<file path="config.mk">
export PLATFORM = sky130hd
export DESIGN_NAME = mp_result_writeback_flat
export DESIGN_NICKNAME = d
export VERILOG_FILES = /design/src/rtl/mp_pkg.sv /design/src/rtl/mp_result_writeback_if.sv /design/src/rtl/mp_sync_fifo.sv /design/src/rtl/mp_result_writeback.sv /design/src/flat_wrapper.sv
export SDC_FILE = /design/constraint.sdc
export NUM_CORES = 1
export LEC_CHECK = 0
export BUFFER_PORTS_ARGS = -buffer_cell sky130_fd_sc_hd__buf_4
export CORE_ASPECT_RATIO = 0.5
export CORE_UTILIZATION = 35
export DETAILED_ROUTE_END_ITERATION = 10
export PLACE_DENSITY_LB_ADDON = 0.3
export SLEW_MARGIN = 15
export SYNTH_ARGS = -nofsm -noshare
export SYNTH_HDL_FRONTEND = slang
export SYNTH_SLANG_ARGS = --single-unit
</file>
<file path="constraint.sdc">
create_clock -name clk -period 5.2 [get_ports clk]
set_clock_uncertainty 0.05 [all_clocks]
set_input_delay 1.56 -clock clk [delete_from_list [all_inputs] [get_ports clk]]
set_output_delay 1.56 -clock clk [all_outputs]
set_load 0.01 [all_outputs]
</file>
<file path="src/rtl/mp_pkg.sv">
// rtl/mp_pkg.sv - shared types and sizing helpers for the result write-back stage
package mp_pkg;

    // Write-back controller states.
    typedef enum logic [1:0] {
        WB_IDLE   = 2'd0,
        WB_ACTIVE = 2'd1,
        WB_FLUSH  = 2'd2
    } wb_state_t;

    localparam int WB_DEPTH_DEFAULT = 8;

    // A count that can hold 0..depth inclusive needs one more bit than the pointers.
    function automatic int wb_cnt_w(input int depth);
        return $clog2(depth + 1);
    endfunction

    localparam int WB_CNT_W = wb_cnt_w(WB_DEPTH_DEFAULT);

endpackage

</file>
<file path="src/rtl/mp_result_writeback_if.sv">
// rtl/mp_result_writeback_if.sv - memory write port (req/ack) bundle
//
// mem_req   : write request (master -> slave)
// mem_addr  : word address   (master -> slave)
// mem_wdata : write data     (master -> slave)
// mem_ack   : transfer accepted this cycle (slave -> master)
interface mp_result_writeback_if #(
    parameter int DATA_W = 32,
    parameter int ADDR_W = 16
);
    logic              mem_req;
    logic [ADDR_W-1:0] mem_addr;
    logic [DATA_W-1:0] mem_wdata;
    logic              mem_ack;

    modport master (output mem_req, output mem_addr, output mem_wdata, input mem_ack);
    modport slave  (input mem_req, input mem_addr, input mem_wdata, output mem_ack);
endinterface

</file>
<file path="src/rtl/mp_sync_fifo.sv">
// rtl/mp_sync_fifo.sv - first-word-fall-through synchronous FIFO
//
// clk, rst_n : clock, synchronous active-low reset (empties the FIFO)
// push       : write wdata; accepted when not full, or when full with a pop
// pop        : remove head; ignored when empty
// wdata      : data to write
// head       : current oldest entry (valid when !empty)
// count      : number of stored entries
// full       : count == DEPTH, registered from the next count
// empty      : count == 0
module mp_sync_fifo
    import mp_pkg::*;
#(
    parameter int DATA_W = 32,
    parameter int DEPTH  = 8,
    localparam int CNT_W = wb_cnt_w(DEPTH),
    localparam int PTR_W = $clog2(DEPTH)
) (
    input  logic              clk,
    input  logic              rst_n,
    input  logic              push,
    input  logic              pop,
    input  logic [DATA_W-1:0] wdata,
    output logic [DATA_W-1:0] head,
    output logic [CNT_W-1:0]  count,
    output logic              full,
    output logic              empty
);

    logic [DATA_W-1:0] mem_q [DEPTH];
    logic [PTR_W-1:0]  wr_ptr_q;
    logic [PTR_W-1:0]  rd_ptr_q;
    logic [CNT_W-1:0]  count_q;
    logic [CNT_W-1:0]  count_d;
    logic              full_q;
    logic              push_ok;
    logic              pop_ok;

    assign pop_ok  = pop && (count_q != '0);
    // A full FIFO still takes a word when the head leaves in the same cycle.
    assign push_ok = push && (!full_q || pop_ok);
    assign count_d = count_q + CNT_W'(push_ok) - CNT_W'(pop_ok);

    always_ff @(posedge clk) begin
        if (!rst_n) begin
            wr_ptr_q <= '0;
            rd_ptr_q <= '0;
            count_q  <= '0;
            full_q   <= 1'b0;
        end else begin
            if (push_ok) begin
                wr_ptr_q <= wr_ptr_q + PTR_W'(1);
            end
            if (pop_ok) begin
                rd_ptr_q <= rd_ptr_q + PTR_W'(1);
            end
            count_q <= count_d;
            full_q  <= (count_d == CNT_W'(DEPTH));
        end
    end

    // Storage needs no reset: entries are only visible once counted.
    always_ff @(posedge clk) begin
        if (push_ok) begin
            mem_q[wr_ptr_q] <= wdata;
        end
    end

    assign head  = mem_q[rd_ptr_q];
    assign count = count_q;
    assign full  = full_q;
    assign empty = (count_q == '0);

endmodule

</file>
<file path="src/rtl/mp_result_writeback.sv">
// rtl/mp_result_writeback.sv - buffers controller result words and writes them to memory
//
// clk, rst_n    : clock, synchronous active-low reset
// start         : job start pulse (IDLE only); samples base_addr
// base_addr     : first write address of the job
// res_valid     : result strobe, res_data valid with it
// res_data      : result word
// job_end       : controller issued its last result
// full          : FIFO holds DEPTH words
// almost_full   : FIFO holds at least DEPTH-1 words
// mem           : memory write port (req/addr/wdata out, ack in)
// busy          : state != IDLE
// done          : one-cycle pulse once the job is fully written
// err           : sticky error (overflow drop or result strobe in IDLE)
// words_written : words acknowledged in the current job
module mp_result_writeback
    import mp_pkg::*;
#(
    parameter int DATA_W = 32,
    parameter int ADDR_W = 16,
    parameter int DEPTH  = 8,
    localparam int CNT_W = wb_cnt_w(DEPTH)
) (
    input  logic                         clk,
    input  logic                         rst_n,
    input  logic                         start,
    input  logic [ADDR_W-1:0]            base_addr,
    input  logic                         res_valid,
    input  logic [DATA_W-1:0]            res_data,
    input  logic                         job_end,
    output logic                         full,
    output logic                         almost_full,
    mp_result_writeback_if.master        mem,
    output logic                         busy,
    output logic                         done,
    output logic                         err,
    output logic [ADDR_W-1:0]            words_written
);

    wb_state_t         state_q, state_d;
    logic [ADDR_W-1:0] addr_q, addr_d;
    logic [ADDR_W-1:0] ww_q, ww_d;
    logic              err_q, err_d;
    logic              done_q, done_d;
    logic              almost_full_q;

    logic              push_req;
    logic              push_acc;
    logic              pop;
    logic              drop;
    logic              mem_req;
    logic [DATA_W-1:0] fifo_head;
    logic [CNT_W-1:0]  fifo_count;
    logic [CNT_W-1:0]  count_next;
    logic              fifo_full;
    logic              fifo_empty;

    assign push_req = res_valid && (state_q == WB_ACTIVE);
    assign mem_req  = !fifo_empty && (state_q != WB_IDLE);
    assign pop      = mem_req && mem.mem_ack;
    assign push_acc = push_req && (!fifo_full || pop);
    assign drop     = push_req && fifo_full && !pop;

    // Mirrors the FIFO's own next count so almost_full lines up with full.
    assign count_next = fifo_count + CNT_W'(push_acc) - CNT_W'(pop);

    mp_sync_fifo #(
        .DATA_W (DATA_W),
        .DEPTH  (DEPTH)
    ) u_fifo (
        .clk   (clk),
        .rst_n (rst_n),
        .push  (push_req),
        .pop   (pop),
        .wdata (res_data),
        .head  (fifo_head),
        .count (fifo_count),
        .full  (fifo_full),
        .empty (fifo_empty)
    );

    always_ff @(posedge clk) begin
        if (!rst_n) begin
            state_q       <= WB_IDLE;
            addr_q        <= '0;
            ww_q          <= '0;
            err_q         <= 1'b0;
            done_q        <= 1'b0;
            almost_full_q <= 1'b0;
        end else begin
            state_q       <= state_d;
            addr_q        <= addr_d;
            ww_q          <= ww_d;
            err_q         <= err_d;
            done_q        <= done_d;
            almost_full_q <= (count_next >= CNT_W'(DEPTH - 1));
        end
    end

    always_comb begin
        state_d = state_q;
        addr_d  = addr_q;
        ww_d    = ww_q;
        err_d   = err_q;
        done_d  = 1'b0;

        case (state_q)
            WB_IDLE: begin
                if (start) begin
                    state_d = WB_ACTIVE;
                    addr_d  = base_addr;
                    ww_d    = '0;
                    err_d   = 1'b0;
                end
                // A stray result with nothing to attach it to is always flagged.
                if (res_valid) begin
                    err_d = 1'b1;
                end
            end
            WB_ACTIVE: begin
                if (job_end) begin
                    state_d = WB_FLUSH;
                end
            end
            WB_FLUSH: begin
                // Empty FIFO implies no request outstanding, so the job is complete.
                if (fifo_empty) begin
                    state_d = WB_IDLE;
                    done_d  = 1'b1;
                end
            end
            default: begin
                state_d = WB_IDLE;
            end
        endcase

        // Pops never happen in IDLE, so this cannot collide with the base capture.
        if (pop) begin
            addr_d = addr_q + ADDR_W'(1);
            ww_d   = ww_q + ADDR_W'(1);
        end
        if (drop) begin
            err_d = 1'b1;
        end
    end

    assign mem.mem_req   = mem_req;
    assign mem.mem_addr  = addr_q;
    assign mem.mem_wdata = fifo_head;

    assign full          = fifo_full;
    assign almost_full   = almost_full_q;
    assign busy          = (state_q != WB_IDLE);
    assign done          = done_q;
    assign err           = err_q;
    assign words_written = ww_q;

endmodule

</file>
<file path="src/flat_wrapper.sv">
// flat-port wrapper written by rule: the top's interface ports become plain ports
module mp_result_writeback_flat import mp_pkg::*;
#(
    parameter int DATA_W = 32,
    parameter int ADDR_W = 16,
    parameter int DEPTH  = 8,
    localparam int CNT_W = wb_cnt_w(DEPTH)
)
  (clk, rst_n, start, base_addr, res_valid, res_data, job_end, full, almost_full, busy, done, err, words_written, mem_mem_req, mem_mem_addr, mem_mem_wdata, mem_mem_ack);
  mp_result_writeback_if #(.DATA_W(DATA_W), .ADDR_W(ADDR_W)) mem_i ();
  input  logic clk;
  input  logic rst_n;
  input  logic start;
  input  logic [ADDR_W-1:0] base_addr;
  input  logic res_valid;
  input  logic [DATA_W-1:0] res_data;
  input  logic job_end;
  output logic full;
  output logic almost_full;
  output logic busy;
  output logic done;
  output logic err;
  output logic [ADDR_W-1:0] words_written;
  output wire logic [$bits(mem_i.mem_req)-1:0] mem_mem_req;
  output wire logic [$bits(mem_i.mem_addr)-1:0] mem_mem_addr;
  output wire logic [$bits(mem_i.mem_wdata)-1:0] mem_mem_wdata;
  input wire logic [$bits(mem_i.mem_ack)-1:0] mem_mem_ack;
  assign mem_mem_req = mem_i.mem_req;
  assign mem_mem_addr = mem_i.mem_addr;
  assign mem_mem_wdata = mem_i.mem_wdata;
  assign mem_i.mem_ack = mem_mem_ack;
  mp_result_writeback #(.DATA_W(DATA_W), .ADDR_W(ADDR_W), .DEPTH(DEPTH)) u_core (.clk(clk), .rst_n(rst_n), .start(start), .base_addr(base_addr), .res_valid(res_valid), .res_data(res_data), .job_end(job_end), .full(full), .almost_full(almost_full), .mem(mem_i), .busy(busy), .done(done), .err(err), .words_written(words_written));
endmodule
</file>
== Word-level counts from Yosys, hierarchy flattened ==
Memories as Yosys holds them, arrays and structs flattened. A register that Yosys moved wholly into a read port is not among the register bits.
Cells that the tools add are included.

* Flip-flop bits (word level): 48
* Memory bits (writable): 256
* Output and inout port bits: 70
* Memories kept: 1

{| class="wikitable"
|+ Memory list
! name !! words !! width !! read ports !! clocked after memory_dff !! wr ports !! line !! RTL
|-
| u_core.u_fifo.mem_q || 8 || 32 || 1 || 1 || 1 || mp_sync_fifo.sv:30 || <nowiki>logic [DATA_W-1:0] mem_q [DEPTH];</nowiki>
|}

* Add/subtract/negate cells: 8
* Order comparisons: 1
* Eq/ne operators: 6
* Multiplexer cells: 19
* Reduce and logical (&&, ||, !) cells: 25

{| class="wikitable"
|+ Operators with widths
! kind !! count
|-
| $mux 16 || 6
|-
| $add 16x1->16 const B || 2
|-
| $add 4x1->4 || 2
|-
| $logic_and 1x1->1 || 8
|-
| $reduce_bool 2->1 || 4
|-
| $sub 4x1->4 || 2
|-
| $mux 1 || 7
|-
| $add 3x1->3 const B || 2
|-
| $mux 2 || 3
|-
| $mux 3 || 2
|-
| $pmux 2 s3 || 1
|-
| $reduce_and 2->1 || 3
|-
| $eq 4x4->1 const B || 1
|-
| $ge 4x3->1 const B || 1
|-
| $logic_not 4->1 || 1
|-
| $ne 2x2->1 const B || 2
|-
| $reduce_bool 4->1 || 1
|-
| $logic_not 1->1 || 3
|-
| $reduce_and 3->1 || 1
|-
| $reduce_bool 3->1 || 1
|-
| $eq 2x1->1 const B || 1
|-
| $eq 2x2->1 const B || 1
|-
| $logic_not 2->1 || 1
|-
| $logic_or 1x1->1 || 2
|-
| $ne 2x1->1 const B || 1
|}

== Logic depth before layout (Yosys ltp) ==
* Depth in word-level cells: 10
* Gate-level depth with buffers: 14
* Depth with buffers taken out: 12

== Modules after synthesis ==
From an unflattened synthesis, not the netlist that was laid out.

* Cells, all modules: 702
* Area, all modules: 12570.8 µm²

{| class="wikitable"
|+ Modules (own cells, without submodules)
! module !! instances !! cells each !! area an instance (µm²)
|-
| mp_sync_fifo || 1 || 454 || 10516.3
|-
| mp_result_writeback || 1 || 248 || 2054.5
|}

== Worst setup path before layout ==
No wires, ideal clock.

* Kind: input to register
* Start: in res_valid
* End: mem u_core.u_fifo.mem_q[2][0], enable pin
* Setup time: 461 ps
* Arrival time: 4540 ps
* Slack: 149 ps
* Cell stages on the path: 4
* Path buffers: 0
* Cell sequence: nor2b_1 o2111ai_2 or2_2 nor3_1

* Cells in the longest elaborated chain, start to end: 4

{| class="wikitable"
|+ RTL lines
! what !! line !! RTL
|-
| from (decl) || flat_wrapper.sv:15 || <nowiki>input logic res_valid;</nowiki>
|-
| $logic_and 1x1->1 || mp_result_writeback.sv:58 || <nowiki>assign push_req = res_valid && (state_q == WB_ACTIVE);</nowiki>
|-
| $logic_and 1x1->1 || mp_sync_fifo.sv:41 || <nowiki>assign push_ok = push && (!full_q || pop_ok);</nowiki>
|-
| $mux 1 || mp_sync_fifo.sv:64 || <nowiki>if (push_ok) begin</nowiki>
|-
| $mux 1 (implied by the code) || mp_sync_fifo.sv:65 || <nowiki>mem_q[wr_ptr_q] <= wdata;</nowiki>
|-
| to (decl) || mp_sync_fifo.sv:30 ||
|}

No other way between the ends.

==> impl_metrics.env <==
export IMPL_hold_viol=0
export IMPL_numPlacedInstances=1275
export IMPL_hp_class="reg2reg"
export IMPL_place_hpwl_um=16000
export IMPL_first_global_vias=6936
export IMPL_cp_top_family="multiplexers"
export IMPL_status="completed"
export IMPL_syn_nets=765
export IMPL_grt_pass1_wl_um=40400
export IMPL_synth_largest_area_cell="edfxtp_1"
export IMPL_track_usage_pct=14.6
export IMPL_path_buf_inv=2
export IMPL_async_flop_share_pct=0
export IMPL_n_antenna_cell=0
export IMPL_synthDistinctLibCells=64
export IMPL_setup_tns_ps=0
export IMPL_dieArea_mm2=0.0362
export IMPL_cp_max_fo=35
export IMPL_worst_ep_arrival_time_ps=2720
export IMPL_synth_cells=697
export IMPL_remaining_drc_errors=0
export IMPL_p_leak_uw=0.00494
export IMPL_grt_setup_unrepaired="false"
export IMPL_stdcell_count=1329
export IMPL_wire_per_inst_um=19.4
export IMPL_cts_tree="yes"
export IMPL_ir_drop_mv=0.270
export IMPL_drt_initial_drc_count=386
export IMPL_slew_limit_headroom_pct=24.9
export IMPL_rows=48
export IMPL_period_minus_slack_ps=4330
export IMPL_cts_sinks=307
export IMPL_startpoint_type="flip-flop"
export IMPL_die_w_um=268
export IMPL_layout_nets=899
export IMPL_clock_latency_ps=550
export IMPL_via_per_inst=5.03
export IMPL_synth_edf_count=256
export IMPL_cts_setup_buffers=0
export IMPL_gp_congestion=0.764
export IMPL_synth_commonest_cells="edfxtp_1 (256), mux4_2 (64), dfxtp_1 (51)"
export IMPL_ios=124
export IMPL_core_region_area_mm2=0.0347
export IMPL_final_antenna_net_count=0
export IMPL_critPathRequiredTime_ps=3590
export IMPL_fmax_mhz=231
export IMPL_yosys_area_top_type_share_pct=62.0
export IMPL_fill_cells=3072
export IMPL_yosys_most_used_dff="edfxtp_1"
export IMPL_yosysSeqAreaShare_pct=70.3
export IMPL_firstDrtPassIters=5
export IMPL_yosysWarningCount=0
export IMPL_power_density_mw_per_mm2=386
export IMPL_numCtsBuffers=29
export IMPL_worst_slew_pin_slew_ps=1120
export IMPL_port_buffers=123
export IMPL_ctsHoldBuffers=0
export IMPL_drv_cap=0
export IMPL_start_util_pct=35.8
export IMPL_syn2layout_area_growth_pct=20.6
export IMPL_finalSetupViolCount=0
export IMPL_setup_worst_path_end_class="output port"
export IMPL_grt_max_degree=55
export IMPL_htree_levels=1
export IMPL_slew_violations=0
export IMPL_synth_area_top_cells="edfxtp_1 (62%), mux4_2 (12%), dfxtp_1 (8.2%)"
export IMPL_drive_above_1_share_pct=35.7
export IMPL_crit_type="reg2out"
export IMPL_synth_area_mm2=0.0124
export IMPL_crit_slowest_cell="dfxtp_4"
export IMPL_avgSynthCellArea_um2=17.8
export IMPL_crit_chain="buf_12 > mux4_2 > mux2_2 > buf_4"
export IMPL_antenna_found_initial=0
export IMPL_yosysMostFrequentCell="edfxtp_1"
export IMPL_yosys_register_bits=307
export IMPL_clk_path_buf_depth=3
export IMPL_cts_resized=0
export IMPL_vias=6683
export IMPL_min_period_over_period_pct=83.2
export IMPL_drt_total_wl_um=25800
export IMPL_cp_slowest_stage_delay_ps=840
export IMPL_cts_root_buf="clkbuf_16"
export IMPL_grt_overflow=0
export IMPL_holdWs_ps=446
export IMPL_clkSlewWorstSetupHoldPaths_ps=60
export IMPL_die_y_um=135
-- power breakdown --
part | switching, µW | leakage (µW) | total (µW) | internal (µW)
registers | 67.2 | 0.00272 | 2780 | 2720
logic | 343 | 0.00171 | 688 | 345
clock network | 918 | 0.000505 | 2290 | 1380
total | 1330 | 0.00494 | 5770 | 4440
-- per-layer routing --
layer	global-route usage (%)	routed length, µm	vias up
li1	-	-	3080
met2	25.1	13000	133
met4	3.14	418	0
met5	0	0	-
met1	19.1	11200	3440
met3	2.95	1160	30
-- tightest hold or removal path: stages (launching register included) --
cell     delay [ps]
dfxtp_1         320
nand3_1          70
mux2i_1          60
-- sequential cells by signal (all words and copies together), names as in the netlist, named ones only --
name,flops
u_core.u_fifo.wr_ptr_q,3
u_core.almost_full,1
u_core.done,1
u_core.u_fifo.rd_ptr_q,3
u_core.words_written,16
u_core.u_fifo.count,4
u_core.state_q,2
u_core.u_fifo.mem_q,256
u_core.err,1
u_core.mem.mem_addr,16
u_core.u_fifo.full,1
-- cell type report --
type | instances | area [µm²] | share of cell area [%]
repair buffers | 136 | 1050 | 7.00
multi-input cells | 337 | 3470 | 23.2
flip-flops and latches | 307 | 8710 | 58.3
clock inverters | 24 | 318 | 2.13
clock buffers | 30 | 729 | 4.88
inverters | 20 | 75.1 | 0.502
well taps | 475 | 594 | 3.97
-- final timing paths --
check	cells past startpoint	slack, ps	start	endpoint
setup reg to reg	12	1900	u_core.u_fifo.count[2]	u_core.u_fifo.full
hold / removal	2	450	u_core.words_written[15]	u_core.words_written[15]
setup / recovery	4	870	flip-flop	mem_mem_wdata[22]
hold reg to reg	2	450	u_core.words_written[15]	u_core.words_written[15]
-- per-stage QoR --
step	instance area [µm²]	power, µW	utilization, %	setup WS, ps
6_report	15000	5770	43.1	871
4_1_cts	15000	5840	43.1	769
3_5_place_dp	13900	3540	40.1	1190
2_1_floorplan	12400	3290	-	149
3_3_place_gp	13900	3520	40.1	1260
5_1_grt	15000	5990	43.1	686
-- logic make-up (layout without fill, tap and decap cells) --
group	Yosys count	count (layout)	synth area share [%]
xor+xnor	11	11	0.777
simple gates	138	138	6.22
fa+ha+maj	14	14	1.53
compound gates	73	73	4.12
flops	307	307	70.3
mux	101	101	14.9
buf+inv	53	210	2.14
-- cells in the final DEF (no fill, tap or decap), types with 11 or more instances in the layout --
cell type  Yosys  layout
nand3_1       21      21
nand2_1       28      28
nor2_1        17      11
buf_4          3     134
mux2_2        32      32
ha_1          12      12
inv_1         18      18
a21oi_1       18      18
clkbuf_16      0      29
edfxtp_1     256     256
dfxtp_1       51      48
mux4_2        64      64
Power figures use the tool's default switching activity.
